[config.mk]
export PLATFORM = sky130hd
export DESIGN_NAME = mem_port_arbiter
export DESIGN_NICKNAME = d
export VERILOG_FILES = /design/src/rtl/mem_port_arbiter.sv
export SDC_FILE = /design/constraint.sdc
export NUM_CORES = 1
export LEC_CHECK = 0
export CAP_MARGIN = 20
export CORE_MARGIN = 1
export CORE_UTILIZATION = 42
export DETAILED_ROUTE_END_ITERATION = 10
export GPL_TIMING_DRIVEN = 0
export PLACE_DENSITY = 0.81
export SYNTH_ARGS = -nofsm -noshare
export SYNTH_HDL_FRONTEND = slang
export SYNTH_SLANG_ARGS = --single-unit
[constraint.sdc]
create_clock -name clock -period 2.4 [get_ports clock]
set_input_delay 0.24 -clock clock [delete_from_list [all_inputs] [get_ports clock]]
set_output_delay 0.24 -clock clock [all_outputs]
set_load 0.1 [all_outputs]
[src/rtl/mem_port_arbiter.sv]
// Round-robin arbiter sharing one single-ported memory between instruction fetch and data access.
// Each access holds the port for WAIT_CYCLES cycles, then pulses the owner's done for one cycle.
module mem_port_arbiter #(
  parameter int ADDR_W      = 32,
  parameter int DATA_W      = 32,
  parameter int WAIT_CYCLES = 2
) (
  input  logic              clock,
  input  logic              reset_n,
  input  logic              if_req,
  input  logic [ADDR_W-1:0] if_addr,
  output logic [DATA_W-1:0] if_rdata,
  output logic              if_done,
  input  logic              d_req,
  input  logic              d_we,
  input  logic [ADDR_W-1:0] d_addr,
  input  logic [DATA_W-1:0] d_wdata,
  output logic [DATA_W-1:0] d_rdata,
  output logic              d_done,
  output logic              mem_en,
  output logic              mem_we,
  output logic [ADDR_W-1:0] mem_addr,
  output logic [DATA_W-1:0] mem_wdata,
  input  logic [DATA_W-1:0] mem_rdata,
  output logic              busy
);

  localparam logic [1:0] IDLE   = 2'd0;
  localparam logic [1:0] ACCESS = 2'd1;
  localparam logic [1:0] RESP   = 2'd2;
  localparam logic [3:0] CNT_LOAD = 4'(WAIT_CYCLES - 1);

  logic [1:0]        state_r;
  logic              ptr_r;    // 1: data side wins a tie
  logic              owner_r;  // 1: data side owns the port
  logic              we_r;
  logic [ADDR_W-1:0] addr_r;
  logic [DATA_W-1:0] wdata_r;
  logic [3:0]        cnt_r;
  logic              mem_en_r;
  logic              mem_we_r;
  logic              if_done_r;
  logic              d_done_r;
  logic              busy_r;
  logic [DATA_W-1:0] if_rdata_r;
  logic [DATA_W-1:0] d_rdata_r;
  logic              grant_s;
  logic              grant_d_s;

  // Grant decision, only meaningful while idle
  always_comb begin
    grant_s   = 1'b0;
    grant_d_s = 1'b0;
    if (state_r == IDLE) begin
      if (d_req && if_req) begin
        grant_s   = 1'b1;
        grant_d_s = ptr_r;
      end else if (d_req) begin
        grant_s   = 1'b1;
        grant_d_s = 1'b1;
      end else if (if_req) begin
        grant_s   = 1'b1;
        grant_d_s = 1'b0;
      end else begin
        grant_s   = 1'b0;
        grant_d_s = 1'b0;
      end
    end else begin
      grant_s   = 1'b0;
      grant_d_s = 1'b0;
    end
  end

  // Access FSM with latched request, wait counter and read capture
  always_ff @(posedge clock or negedge reset_n) begin
    if (!reset_n) begin
      state_r    <= IDLE;
      ptr_r      <= 1'b1;
      owner_r    <= 1'b0;
      we_r       <= 1'b0;
      addr_r     <= '0;
      wdata_r    <= '0;
      cnt_r      <= 4'd0;
      mem_en_r   <= 1'b0;
      mem_we_r   <= 1'b0;
      if_done_r  <= 1'b0;
      d_done_r   <= 1'b0;
      busy_r     <= 1'b0;
      if_rdata_r <= '0;
      d_rdata_r  <= '0;
    end else begin
      if_done_r <= 1'b0;
      d_done_r  <= 1'b0;
      case (state_r)
        IDLE: begin
          if (grant_s) begin
            owner_r  <= grant_d_s;
            ptr_r    <= ~grant_d_s;
            addr_r   <= grant_d_s ? d_addr : if_addr;
            we_r     <= grant_d_s & d_we;
            mem_we_r <= grant_d_s & d_we;
            if (grant_d_s) begin
              wdata_r <= d_wdata;
            end
            cnt_r    <= CNT_LOAD;
            mem_en_r <= 1'b1;
            busy_r   <= 1'b1;
            state_r  <= ACCESS;
          end
        end
        ACCESS: begin
          if (cnt_r == 4'd0) begin
            mem_en_r <= 1'b0;
            mem_we_r <= 1'b0;
            if (!we_r) begin
              if (owner_r) begin
                d_rdata_r <= mem_rdata;
              end else begin
                if_rdata_r <= mem_rdata;
              end
            end
            if (owner_r) begin
              d_done_r <= 1'b1;
            end else begin
              if_done_r <= 1'b1;
            end
            state_r <= RESP;
          end else begin
            cnt_r <= cnt_r - 4'd1;
          end
        end
        RESP: begin
          busy_r  <= 1'b0;
          state_r <= IDLE;
        end
        default: begin
          mem_en_r <= 1'b0;
          mem_we_r <= 1'b0;
          busy_r   <= 1'b0;
          state_r  <= IDLE;
        end
      endcase
    end
  end

  assign if_rdata  = if_rdata_r;
  assign if_done   = if_done_r;
  assign d_rdata   = d_rdata_r;
  assign d_done    = d_done_r;
  assign mem_en    = mem_en_r;
  assign mem_we    = mem_we_r;
  assign mem_addr  = addr_r;
  assign mem_wdata = wdata_r;
  assign busy      = busy_r;

endmodule

Word-level counts from Yosys, hierarchy flattened --
Cells that the tools add are included.
Word-level totals: bits of input ports 133, flip-flop bits (word level) 142, memories 0, memory bits (writable) 0, memory bits (read-only) 0, latch bits 0
Operators by class: add/sub/neg operators 1, bitwise logic cells 6, shifts and indexed selects 0, reduce and logical (&&, ||, !) cells 12, divide/modulo/power cells 0, equal/unequal tests 5, multiply operators 0, multiplexer cells 26, order comparisons 0
Operator list (number):
- 32-bit two-way mux | 1
- 1-bit two-way mux | 16
- 3-bit AND reduction | 3
- 4-bit two-way mux | 2
- 4-bit case mux with 2 select lines | 1
- 4-bit AND reduction | 2
- 2-bit inequality test, second input constant | 3
- 1-bit case mux with 3 select lines | 2
- 2-bit AND reduction | 3
- 1-bit inverter | 5
- 4-bit logical NOT | 1
- 2-bit two-way mux | 2
- 2-bit case mux with 2 select lines | 1
- 4-bit by 1-bit subtractor with 4-bit output, second input constant | 1
- 2-bit by 1-bit equality test with 1-bit output, second input constant | 1
- 2-bit equality test, second input constant | 1
- 2-bit logical NOT | 1
- 1-bit case mux with 2 select lines | 1
- 2-bit nonzero test | 1
- 1-bit AND | 1
- 1-bit logical AND | 1

Longest topological paths before layout --
Gate-level depths: netlist of run 1.
word-level depth 6, mapped depth 8, mapped depth without buffers 5

Worst setup path after synthesis of run 1 --
No wires, ideal clock.
kind reg2reg, start point register cnt_r[0], end point register if_rdata_r[10] (netlist: if_rdata[10]), data arrival time 2049 ps, clock period less this slack 2174 ps, path buffers 3, stages on the path, launching flop included 9, path slack 226 ps, cell sequence dfrtp_1 > inv_1 > ha_1 > or3b_1 > buf_2 > or4_4 > buf_6 > buf_12 > mux2_4
Between the ends: word-level cells in the longest chain between the ends 2
RTL lines:
- start, declared | line 39 | logic [3:0] cnt_r;
- start signal, assigned | line 129 | cnt_r <= cnt_r - 4'd1;
- 4-bit logical NOT | line 112 | if (cnt_r == 4'd0) begin
- 4-bit AND reduction (no source line)
- end signal, assigned | line 119 | if_rdata_r <= mem_rdata;
- end, declared | line 45 | logic [DATA_W-1:0] if_rdata_r;
Every way passes these cells. A chain may end at the register's enable or synchronous reset.

Worst setup path in the final report of run 1 --
start point register cnt_r[1], end point register d_rdata_r[1] (netlist: d_rdata[1])
Between the ends: word-level cells in the longest chain between the ends 2
RTL lines:
- 4-bit logical NOT | line 112
- 4-bit AND reduction (no source line)
- end signal, assigned | line 117 | d_rdata_r <= mem_rdata;
- end, declared | line 46 | logic [DATA_W-1:0] d_rdata_r;
Every way passes these cells.

==> results.md, run 1 <==
Layout:
- For this run, the share of the core covered by cells in the final layout is 69.2%.
- Summing all multi-input logic gate instances after layout gives 0.00203 sq mm.
- After filler insertion, the fill cell instance count of the layout stands at 965.
- Once layout is complete, the cells apart from fillers number 854.
- For this run, the post-layout net count is 800.
- The repair_antennas step left the layout with diodes totalling 0.
- The synthesis-to-layout area growth is 59.9%.
- Summing all non-filler instances in the final layout gives an area of 0.00923 sq mm.
- In the final layout, flip-flops and latches occupy 0.00355 sq mm.
- The fraction of layout cells with a size suffix above 1 is 20.2%.

Placement:
- After detailed placement, the design holds a cell count of 820.
- The pre-CTS setup slack is -0.0778 ns.
- In this run the tool buffered the top-level ports with 265 buffer cells.
- The total cell area at the placement stage is 0.00867 sq mm.
- The routability-driven placement congestion ratio is 0.769.
- Detailed placement ended at an HPWL of 11400 microns.

Synth:
- The post-synthesis sequential element count is 142.
- The cell area that synthesis handed to floorplanning was 0.00577 sq mm.
- Yosys mapped a number of flops with a built-in enable equal to 0.
- After technology mapping, the gate count stands at 378.
- The number of nets in the synthesized netlist is 513.
- The part of the Yosys area used for sequential elements is 61.6%.
- The average footprint of a synthesized cell is 15.3 sq um.
- The number of distinct library cells after synthesis is 38.
- The number of warnings printed during yosys synthesis is 0.
- The dominant synthesized flop cell is dfrtp_1.
- The share of async-settable or async-resettable flops after synthesis is 100%.

Worst hold path:
- The min-delay analysis places its worst path in the category input port to asynchronous set/reset pin.

Critical path:
- The kind of start point of the critical path is a flip-flop.
- On the worst path, the slowest cell contributes a delay of 0.44 ns.
- The setup check on the worst reg-to-reg path leaves a slack of 0.09 ns.
- At the worst endpoint, the arrival time is 2.59 ns.
- The worst path required time is 2.69 ns.
- The critical path goes through inv_1 > ha_1 > nor3b_1 > nand4b_1 > clkbuf_1 > mux2_2.
- The worst setup path startpoint is cnt_r[1].
- The highest net fanout along the worst path is 10.
- The kind of cell adding the most delay to the critical path is simple AND/OR/NAND/NOR gates.
- The number of buffers and inverters on the critical path is 2.
- The worst-path cell with the longest stage delay is nor3b_1.
- The critical path is of the flip-flop to flip-flop type.
- In this run the critical register-to-register path is launched from cnt_r[1].
- The type of destination of the critical path is a flip-flop.

Global route:
- The pin count of the biggest net entering global routing is 87.
- The global-route wire length before repair is 24800 microns.
- In the global route stage, overall resource usage came out at 22.7%.
- The number of antenna violations at the first check in global routing is 0.
- The via count of the first global-routing pass is 4796.
- The total overflow left after global routing is 0.

Timing:
- At the pin with the least slew margin, the transition time is 1.02 ns.
- The time the final worst path needs with I/O delays and setup is 2.31 ns.
- For this run, the top clock speed supported by timing is 434 MHz.
- The remaining max-slew budget at the tightest pin is 31.5%.
- After layout, the worst setup slack is 0.0948 ns.
- Setup violations remaining at the end of the flow were counted as 0.
- The final clock skew is 0.0105 ns.
- The worst path uses 96.0% of the clock period.
- The number of max-slew violations in the final report is 0.
- The hold violation count in the final report is 0.

Route:
- The detailed-route via count is 4376.
- The residual DRC count is 0.
- The overall routed net length is 15600 microns.
- In this run the remaining antenna-violating nets after routing total 0.
- The number of DRC violations after detailed-routing iteration 0 is 175.
- After detailed routing, the number of vias per cell comes to 5.12.
- The number of iterations in the first detailed-routing pass is 5.
- The post-detailed-route wirelength per cell is 18.3 microns.

Clock network:
- The tree is rooted in a clkbuf_16.
- The clock latency of the later-clocked register in the worst-skew pair is 0.42 ns.
- The clock edge transition at the registers on the reported setup and hold paths is 0.06 ns.
- The clock passes through at most 2 buffers.
- Counting every sink on the clock net gives 142.
- The clock tree from TritonCTS is yes.
- The H-tree level count is 4.
- The number of buffers created by CTS is 17.

Floorplanning:
- Measured along the x axis, the die boundary spans 119 microns.
- The core region is 0.0133 sq mm.
- The die is 119 microns tall.
- The number of placement rows is 42.
- The initial cell density of the core is 43.3%.
- The die covers 0.0142 sq mm.
- In this run the count of I/O pins placed on the die edge is 266.

Run:
- The number of max-cap violations is 0.

Outcome:
- The run finished with clean final reports.
## worst register-to-register path: cells and delay by family, from the launching register on
kind                       cells  cell delay (ns)
adders and majority gates      1             0.16
DFF                            1             0.38
muxes                          1             0.39
and+or+nand+nor                2             0.77
buffers and inverters          2             0.47
## final timing paths
kind	to	cells after the start
max in group asynchronous	mem_wdata[25]	3
worst min register to register	d_rdata[26]	1
worst max register to register	d_rdata[1]	6
worst max-delay path	d_rdata[1]	6
min in group clock	mem_we	2
worst min-delay path	d_rdata[21]	2
## per-stage QoR
step           hold slack (ns)  setup TNS, ns
2_1_floorplan          -0.0556              0
3_3_place_gp             0.487        -625.48
3_5_place_dp             0.240          -1.41
4_1_cts                  0.363              0
5_1_grt                  0.417        -0.0204
6_report                 0.369              0
## logic make-up (layout without fill, tap and decap cells)
| logic type | Yosys count | count (layout) | synth area share, % |
|---|---|---|---|
| AOI/OAI and AO/OA | 77 | 77 | 11.4 |
| adders and majority gates | 2 | 2 | 0.433 |
| buffers and inverters | 36 | 336 | 3.34 |
| DFF | 142 | 142 | 61.6 |
| muxes | 96 | 96 | 20.7 |
| and+or+nand+nor | 25 | 25 | 2.62 |
## flip-flops by register name (all words and copies together), names as in the netlist, 2 cells and up
name,cells
state_r,2
mem_wdata,32
if_rdata,32
cnt_r,4
d_rdata,32
mem_addr,32
## metal layers
| layer | part of all wire [%] | up-vias | GRT usage [%] |
|---|---|---|---|
| li1 | - | 1969 | - |
| met1 | 37 | 2199 | 24.0 |
| met2 | 54 | 187 | 41.8 |
| met3 | 7.6 | 21 | 7.71 |
| met4 | 1.5 | 0 | 7.67 |
| met5 | 0 | - | 0 |
## synth_stat cells, drive strengths merged, types with 4 or more instances
cell type | number | share of area [%]
inv | 7 | 0.46
a221o | 32 | 5.5
dfrtp | 141 | 61
nor2 | 4 | 0.26
mux2 | 96 | 21
clkbuf | 21 | 1.4
and3 | 4 | 0.43
a21boi | 32 | 4.2
buf | 8 | 1.5
## repair_timing
| item | CTS | global route |
|---|---|---|
| gates resized for setup | 0 | 2 |
| endpoints found under the hold margin | 55 | 0 |
| buffers inserted | 0 | 1 |
| setup endpoints to repair | 0 | 24 |
| hold buffers | 1 | 0 |
## area by class of cell
class | count | share of cell area (%)
tap | 176 | 2.39
timing repair buffer | 268 | 29.2
clock inverter | 9 | 0.651
multi-input combinational | 200 | 21.9
sequential | 142 | 38.5
clock buffer | 23 | 5.18
inverter | 7 | 0.285
buffer | 29 | 1.82
## placed cells by master (no fill, tap or decap), drive strengths merged, types with 2 or more instances in the layout
master,instances
buf,11
nor2,4
dfrtp,141
o21ai,2
a21boi,32
ha,2
o21bai,2
clkdlybuf4s50,264
clkinvlp,3
a22o,2
nor4,2
nand2b,2
clkbuf,44
and3,4
inv,8
mux2,96
a21oi,2
a221o,32
clkinv,5
nand2,2
Power of run 1 is not shown: default switching activity piles up to over one toggle a cycle in this logic, so the estimate is an artifact.
==> run 2, diff against run 1 <==
- ABC_AREA: not set -> 1
==> run 2 against run 1 <==
First-iteration DRC count is 120% higher. Fmax is 5.2% higher. Sequential cell count stayed put. Setup slack better by 0.11 ns. Highest routed layer unchanged.
==> results.md, run 2 <==
Floorplanning:
- The vertical extent of the die was 121 microns (+1.3%).
- The area of the die is 0.0146 sq mm (+2.7%).
- The width of the chip was 121 microns (+1.3%).
- The number of placement rows came to 43 (+2.4%).
- The area of the core is 0.0138 sq mm (+3.6%).
- The initial cell density of the core came to 42.9% (-0.37 points).
- The boundary pin count came to 266 (unchanged).

Run:
- The number of max-cap violations is 0 (unchanged).

Route:
- The post-detailed-route wirelength per cell is 15.2 microns (-17%).
- The number of iterations in the first detailed-routing pass came to 4 (-1).
- The detail-routed via count per cell is 5.00 (-2.4%).
- The number of DRC violations after detailed-routing iteration 0 is 387 (+120%).
- The number of antenna-violating nets in the routed design is 0 (unchanged).
- The detailed-route via count is 5758 (+32%).
- The residual DRC count is 0 (unchanged).
- The overall routed net length is 17500 microns (+12%).

Synth:
- The average footprint of a synthesized cell is 8.81 sq um (-42%).
- The post-synthesis sequential element count is 142 (unchanged).
- The number of distinct library cells after synthesis came to 20 (-47%).
- The number of warnings printed during yosys synthesis came to 0 (unchanged).
- The combined area of all synthesized cells came to 0.00593 sq mm (+2.7%).
- Yosys attributes the largest share of cell area to dfrtp_1 60%, nand2_1 18%, nand3_1 11%.
- The area share of the largest cell type after synthesis is 59.5% (-1.6 points).
- Summed over all instances, the cell type with the most area after synthesis is dfrtp_1.
- The share of async-settable or async-resettable flops after synthesis is 100% (unchanged).
- The number of nets in the synthesized netlist is 808 (+58%).
- The instance count of the mapped netlist was 673 (+78%).
- The most instantiated library cell after synthesis is nand2_1.
- Counting instances in the post-synthesis netlist gives the leading cell types as 284 x nand2_1, 141 x dfrtp_1, 135 x nand3_1.
- The part of the Yosys area used for sequential elements came to 59.9% (-1.6 points).
- In the synthesized netlist the dominant register cell turns out to be dfrtp_1.
- The number of synthesized flops with an enable pin is 0 (unchanged).

Critical path:
- The cell count of the worst reg-to-reg path was 8 (+2).
- The worst path arrival time is 1.95 ns (-0.64 ns).
- The highest net fanout along the worst path is 2 (-8).
- The worst register-to-register path begins at ptr_r.
- The endpoint of the most critical register-to-register path is mem_wdata[3].
- The worst reg-to-reg setup slack is 0.71 ns (+0.62 ns).
- The combined buffer and inverter count along the critical path is 1 (-1).
- The worst path required time came to 2.16 ns (-0.53 ns).
- The worst stage delay on the critical path is 1.17 ns (+0.73 ns).
- In this run the worst setup path begins at if_rdata[21].
- The cell family contributing the most delay on the critical path is buffers and inverters.
- STA classifies the critical path endpoint as an output pin.
- The kind of start point of the critical path is a flip-flop.
- The setup path with the least slack is of type flip-flop to output pin.
- The signal on the critical path passes through clkdlybuf4s50_1.
- For this design, the slowest cell found on the critical path is clkdlybuf4s50_1.

Global route:
- The combined global-route utilization of all metal layers is 24.9% (+2.2 points).
- The via count of the first global-routing pass is 5683 (+18%).
- The global route total overflow is 0 (unchanged).
- The number of antenna violations at the first check in global routing is 0 (unchanged).
- The pin count of the biggest net entering global routing was 74 (-15%).
- The global-route wire length before repair is 28300 microns (+14%).

Timing:
- The actual transition at the worst max-transition pin came to 1.04 ns (+0.0140 ns).
- Setup repair after global routing left no endpoint under its margin.
- The setup TNS came to 0 ns (unchanged).
- The hold violation count in the final report came to 0 (unchanged).
- The time the final worst path needs with I/O delays and setup is 2.19 ns (-0.114 ns).
- The number of max-slew violations in the final report was 0 (unchanged).
- The number of endpoints failing setup at the final stage is 0 (unchanged).
- The remaining max-slew budget at the tightest pin came to 30.6% (-0.94 points).
- The highest achievable clock rate is 456 MHz (+5.2%).
- The final clock skew is 0.00902 ns (-0.00149 ns).
- The share of the clock period used by the worst path was 91.3% (-4.7 points).

Clock network:
- The post-cts resize count is 0 (unchanged).
- The clock edge transition at the registers on the reported setup and hold paths is 0.06 ns (about the same).
- The number of buffers added to fix hold violations after cts is 1 (unchanged).
- The clock tree from TritonCTS is yes.
- The clock latency of the later-clocked register in the worst-skew pair is 0.41 ns (about the same).
- The number of clock sinks is 142 (unchanged).
- The number of buffers created by CTS came to 17 (unchanged).
- The count of buffers added by post-CTS timing repair for setup came to 0 (unchanged).
- The H-tree level count is 4 (unchanged).
- The maximum buffer depth of the clock tree came to 2 (unchanged).
- The root buffer cell chosen for the clock tree is clkbuf_16.

Placement:
- The number of placed cells counting well taps was 1118 (+36%).
- The routability-driven placement congestion ratio is 0.833 (+8.4%).
- The post-DP HPWL is 12400 microns (+9.1%).
- The total of buffers placed on input and output ports is 264 (-0.38%).

Layout:
- The most common cell after layout, fill and taps aside is nand2_1.
- The share of the core filled with cells in the final layout was 68.2% (-0.94 points).
- The fraction of layout cells with a size suffix above 1 came to 7.72% (-12 points).
- The synthesis-to-layout area growth is 59.1%.
- The number of diodes is 0 (unchanged).
- Leaving out fill and tap cells, the most frequent cells in the layout are 284 x nand2_1, 263 x clkdlybuf4s50_1, 141 x dfrtp_1.
- The number of nets in the layout is 1093 (+37%).
- The post-layout instance count excluding filler cells is 1151 (+35%).

Outcome:
- The run finished with clean final reports.

Worst hold path:
- For hold timing, the worst endpoint is mem_addr[0].
- The number of instances on the worst hold path is 3.
- The path class of the tightest hold or removal check is input port to flip-flop.
- The start point of the worst hold path is d_req.
-- run 2: cell types whose count changed after synthesis, moves of 4 or more --
cell | before | now
nand4_1 | 1 | 33
buf_6 | 1 | 5
nand2_1 | 2 | 284
a221o_1 | 32 | 0
nor2_2 | 0 | 5
buf_2 | 1 | 24
clkbuf_1 | 21 | 16
a21boi_0 | 32 | 0
and3_1 | 4 | 0
mux2_4 | 30 | 0
mux2_2 | 66 | 0
nand3_1 | 1 | 135
-- run 2: layout make-up --
| class | instances | area (sq um) |
|---|---|---|
| Clock inverter | 9 | 109 |
| Timing Repair Buffer | 266 | 2680 |
| Multi-Input combinational cell | 475 | 2100 |
| Fill cell | 1141 | 4390 |
| Inverter | 11 | 41.3 |
| Tap cell | 180 | 225 |
| Buffer | 45 | 236 |
| Sequential cell | 142 | 3550 |
| Clock buffer | 23 | 488 |
-- run 2: worst max path at each step --
stage | cells after the start | end
CTS | 1 | if_rdata[21]
detailed placement | 8 | mem_wdata[4]
global route | 1 | if_rdata[0]
floorplan | 8 | d_rdata[10]
finish | 1 | if_rdata[21]
global placement | 1 | mem_wdata[16]
-- run 2: logic make-up (layout without fill, tap and decap cells) --
logic type,count (synthesis),after routing,share of synthesized area (%)
AND/OR/NAND/NOR,468,468,34.4
flip-flops,142,142,59.9
buffers and inverters,56,354,4.68
AO/OA/AOI/OAI,4,4,0.401
adder cells (fa/ha/maj),2,2,0.422
XOR/XNOR,1,1,0.148
-- run 2: stage by stage --
step | hold slack, ns | setup slack, ns | instance area, sq um
after CTS | 0.223 | 0.188 | 9430
after global routing | 0.245 | 0.151 | 9430
after global placement | 0.453 | -4.66 | 8800
after floorplan | -0.0556 | 1.01 | 5930
after detailed placement | 0.291 | 0.462 | 8830
final | 0.240 | 0.208 | 9430
-- run 2: per-layer routing --
| layer | vias up | global-route usage, % | routed length (microns) |
|---|---|---|---|
| met5 | - | 0 | 0 |
| met4 | 0 | 10.7 | 436 |
| met3 | 34 | 5.99 | 1140 |
| met2 | 232 | 40.3 | 8490 |
| li1 | 2772 | - | - |
| met1 | 2720 | 32.0 | 7480 |
Power of run 2 is left out for the same reason.
==> run 3, diff against run 2 <==
- CORE_MARGIN: 1 -> 3
==> run 3 against run 2 <==
Utilization is 1.4 points higher. Die area increased by 6.7%. Sequential share of layout area increased by 0.095 points. Non-clock buffer count did not move. Sequential cell count is the same. Setup slack better by 0.012 ns. Register-to-register slack is essentially flat.
==> results.md, run 3 (synthesis results as in run 2) <==
Global route:
- The pin count of the biggest net entering global routing is 75 (+1.4%).
- The via count of the first global-routing pass is 5696 (+0.23%).
- The combined global-route utilization of all metal layers was 22.8% (-2.1 points).
- The met3 usage in global routing is 7.76% (+1.8 points).
- The routing layer with the top usage in global route is met2.
- The global route total overflow is 0 (unchanged).
- The global-route met1 utilization is 28.0% (-4.0 points).
- The number of antenna violations at the first check in global routing came to 0 (unchanged).
- The global-route wire length before repair is 28800 microns (+1.8%).
- The met2 track utilization from global routing is 37.9% (-2.4 points).

Clock network:
- The number of clock sinks is 142 (unchanged).
- The maximum buffer depth of the clock tree is 2 (unchanged).
- The number of buffers added to fix hold violations after cts is 1 (unchanged).
- The H-tree level count is 4 (unchanged).
- TritonCTS built the clock tree.
- The post-cts resize count is 0 (unchanged).
- The number of buffers created by CTS was 17 (unchanged).
- The clock edge transition at the registers on the reported setup and hold paths is 0.06 ns (about the same).
- The clock latency of the later-clocked register in the worst-skew pair is 0.41 ns (about the same).
- The tree is rooted in a clkbuf_16.
- The count of buffers added by post-CTS timing repair for setup is 0 (unchanged).

Timing:
- The highest achievable clock rate is 459 MHz (+0.54%).
- The share of the clock period used by the worst path was 90.8% (-0.49 points).
- The final clock skew is 0.00692 ns (-0.00210 ns).
- The setup TNS was 0 ns (unchanged).
- The number of max-slew violations in the final report is 0 (unchanged).
- The number of endpoints failing setup at the final stage came to 0 (unchanged).
- The remaining max-slew budget at the tightest pin came to 31.1% (+0.50 points).
- The time the final worst path needs with I/O delays and setup is 2.18 ns (-0.0118 ns).
- The actual transition at the worst max-transition pin was 1.03 ns (-0.00743 ns).
- Setup repair after global routing left no endpoint under its margin.
- The hold violation count in the final report is 0 (unchanged).

Route:
- The detailed-route via count is 5693 (-1.1%).
- The overall routed net length came to 17900 microns (+2.2%).
- The number of iterations in the first detailed-routing pass is 5 (+1).
- The number of antenna-violating nets in the routed design is 0 (unchanged).
- The detail-routed via count per cell is 4.96 (-0.78%).
- The post-detailed-route wirelength per cell is 15.6 microns (+2.6%).
- The number of DRC violations after detailed-routing iteration 0 was 366 (-5.4%).
- The residual DRC count came to 0 (unchanged).

Critical path:
- The worst reg-to-reg setup slack is 0.72 ns (about the same).
- On the critical path, the stage with the largest delay is an instance of clkdlybuf4s50_1.
- The beginning of the worst register-to-register path is ptr_r.
- The highest net fanout along the worst path came to 2 (unchanged).
- The combined buffer and inverter count along the critical path is 1 (unchanged).
- STA classifies the critical path endpoint as an output pin.
- The endpoint of the most critical register-to-register path is mem_wdata[23].
- The worst setup path endpoint is mem_wdata[11].
- Grouping stages by cell kind, the critical path spends the most delay in buffers and inverters.
- The critical path class is flip-flop to output pin.
- The cell depth of the worst setup path is 1 (unchanged).
- The worst path required time is 2.16 ns (about the same).
- The worst setup path startpoint is mem_wdata[11].
- The cell count of the worst reg-to-reg path is 8 (unchanged).
- STA classifies the critical path startpoint as a flip-flop.
- The signal on the critical path passes through clkdlybuf4s50_1.
- The worst stage delay on the critical path is 1.17 ns (about the same).
- The worst path arrival time was 1.94 ns (about the same).

Layout:
- Leaving out fill and tap cells, the most frequent cells in the layout are 284 x nand2_1, 263 x clkdlybuf4s50_1, 141 x dfrtp_1.
- The fraction of layout cells with a size suffix above 1 came to 7.62% (-0.10 points).
- The number of filler cells placed in the layout came to 1049 (-8.1%).
- The synthesis-to-layout area growth is 58.7%.
- The most common cell after layout, fill and taps aside is nand2_1.
- The number of diodes came to 0 (unchanged).
- The number of nets in the layout is 1093 (unchanged).

Floorplanning:
- The number of placement rows is 42 (-2.3%).
- The area of the core is 0.0135 sq mm (-2.3%).
- The boundary pin count is 266 (unchanged).
- The vertical extent of the die is 125 microns (+3.3%).
- The area of the die came to 0.0156 sq mm (+6.7%).
- The initial cell density of the core came to 43.9% (+1.0 points).
- The width of the chip was 125 microns (+3.3%).

Run:
- The number of max-cap violations came to 0 (unchanged).

Placement:
- The total of buffers placed on input and output ports was 264 (unchanged).
- The post-DP HPWL is 13200 microns (+6.1%).
- The routability-driven placement congestion ratio came to 0.807 (-3.1%).

Outcome:
- The run finished with clean final reports.

Worst hold path:
- The class of the most critical hold timing path is input port to flip-flop.
- The number of instances on the worst hold path is 3 (unchanged).
==> run 3: cell types whose count changed in the layout (fill, tap and decap cells not counted), sizes merged <==
cell,delta
clkbuf,-1
clkinv,+1
==> run 3: through the flow <==
step,util (%),area [sq um],worst slack (ns),hold slack [ns],std cells
6_report,69.7,9410,0.220,0.226,1147
5_1_grt,69.7,9410,0.157,0.239,1147
4_1_cts,69.7,9410,0.186,0.217,1147
3_5_place_dp,65.3,8820,0.467,0.291,1114
3_3_place_gp,65.1,8790,-4.58,0.453,1113
2_1_floorplan,-,5930,1.01,-0.0556,673
==> run 3: tightest hold or removal path: stages <==
cell,delay [ns]
buf_2,0.17
nand4_1,0.11
nand3_1,0.07
==> run 3: layout make-up <==
cell class,count,area (sq um),share of cell area [%]
repair buffers,266,2680,28.5
inverters,11,41.3,0.439
plain buffers,45,236,2.51
clock buffers,22,464,4.93
clock inverters,10,114,1.21
multi-input cells,475,2100,22.3
well taps,176,220,2.34
flip-flops and latches,142,3550,37.8
==> run 3: how the worst min path moves through the flow <==
stage                  start             to  slack [ns]
3_5_place_dp         reset_n    d_rdata[10]        0.29
3_3_place_gp   mem_wdata[30]  mem_wdata[30]        0.45
2_1_floorplan        reset_n           busy       -0.06
6_report               d_req   mem_addr[31]        0.23
4_1_cts                d_req   mem_addr[31]        0.22
5_1_grt                d_req   mem_addr[31]        0.24
==> run 3: layer usage <==
metal,up-vias,part of all wire (%)
met5,-,0
met4,0,2.0
met3,25,8.2
met2,223,49
met1,2670,41
li1,2775,-
Power of run 3 is left out for the same reason.
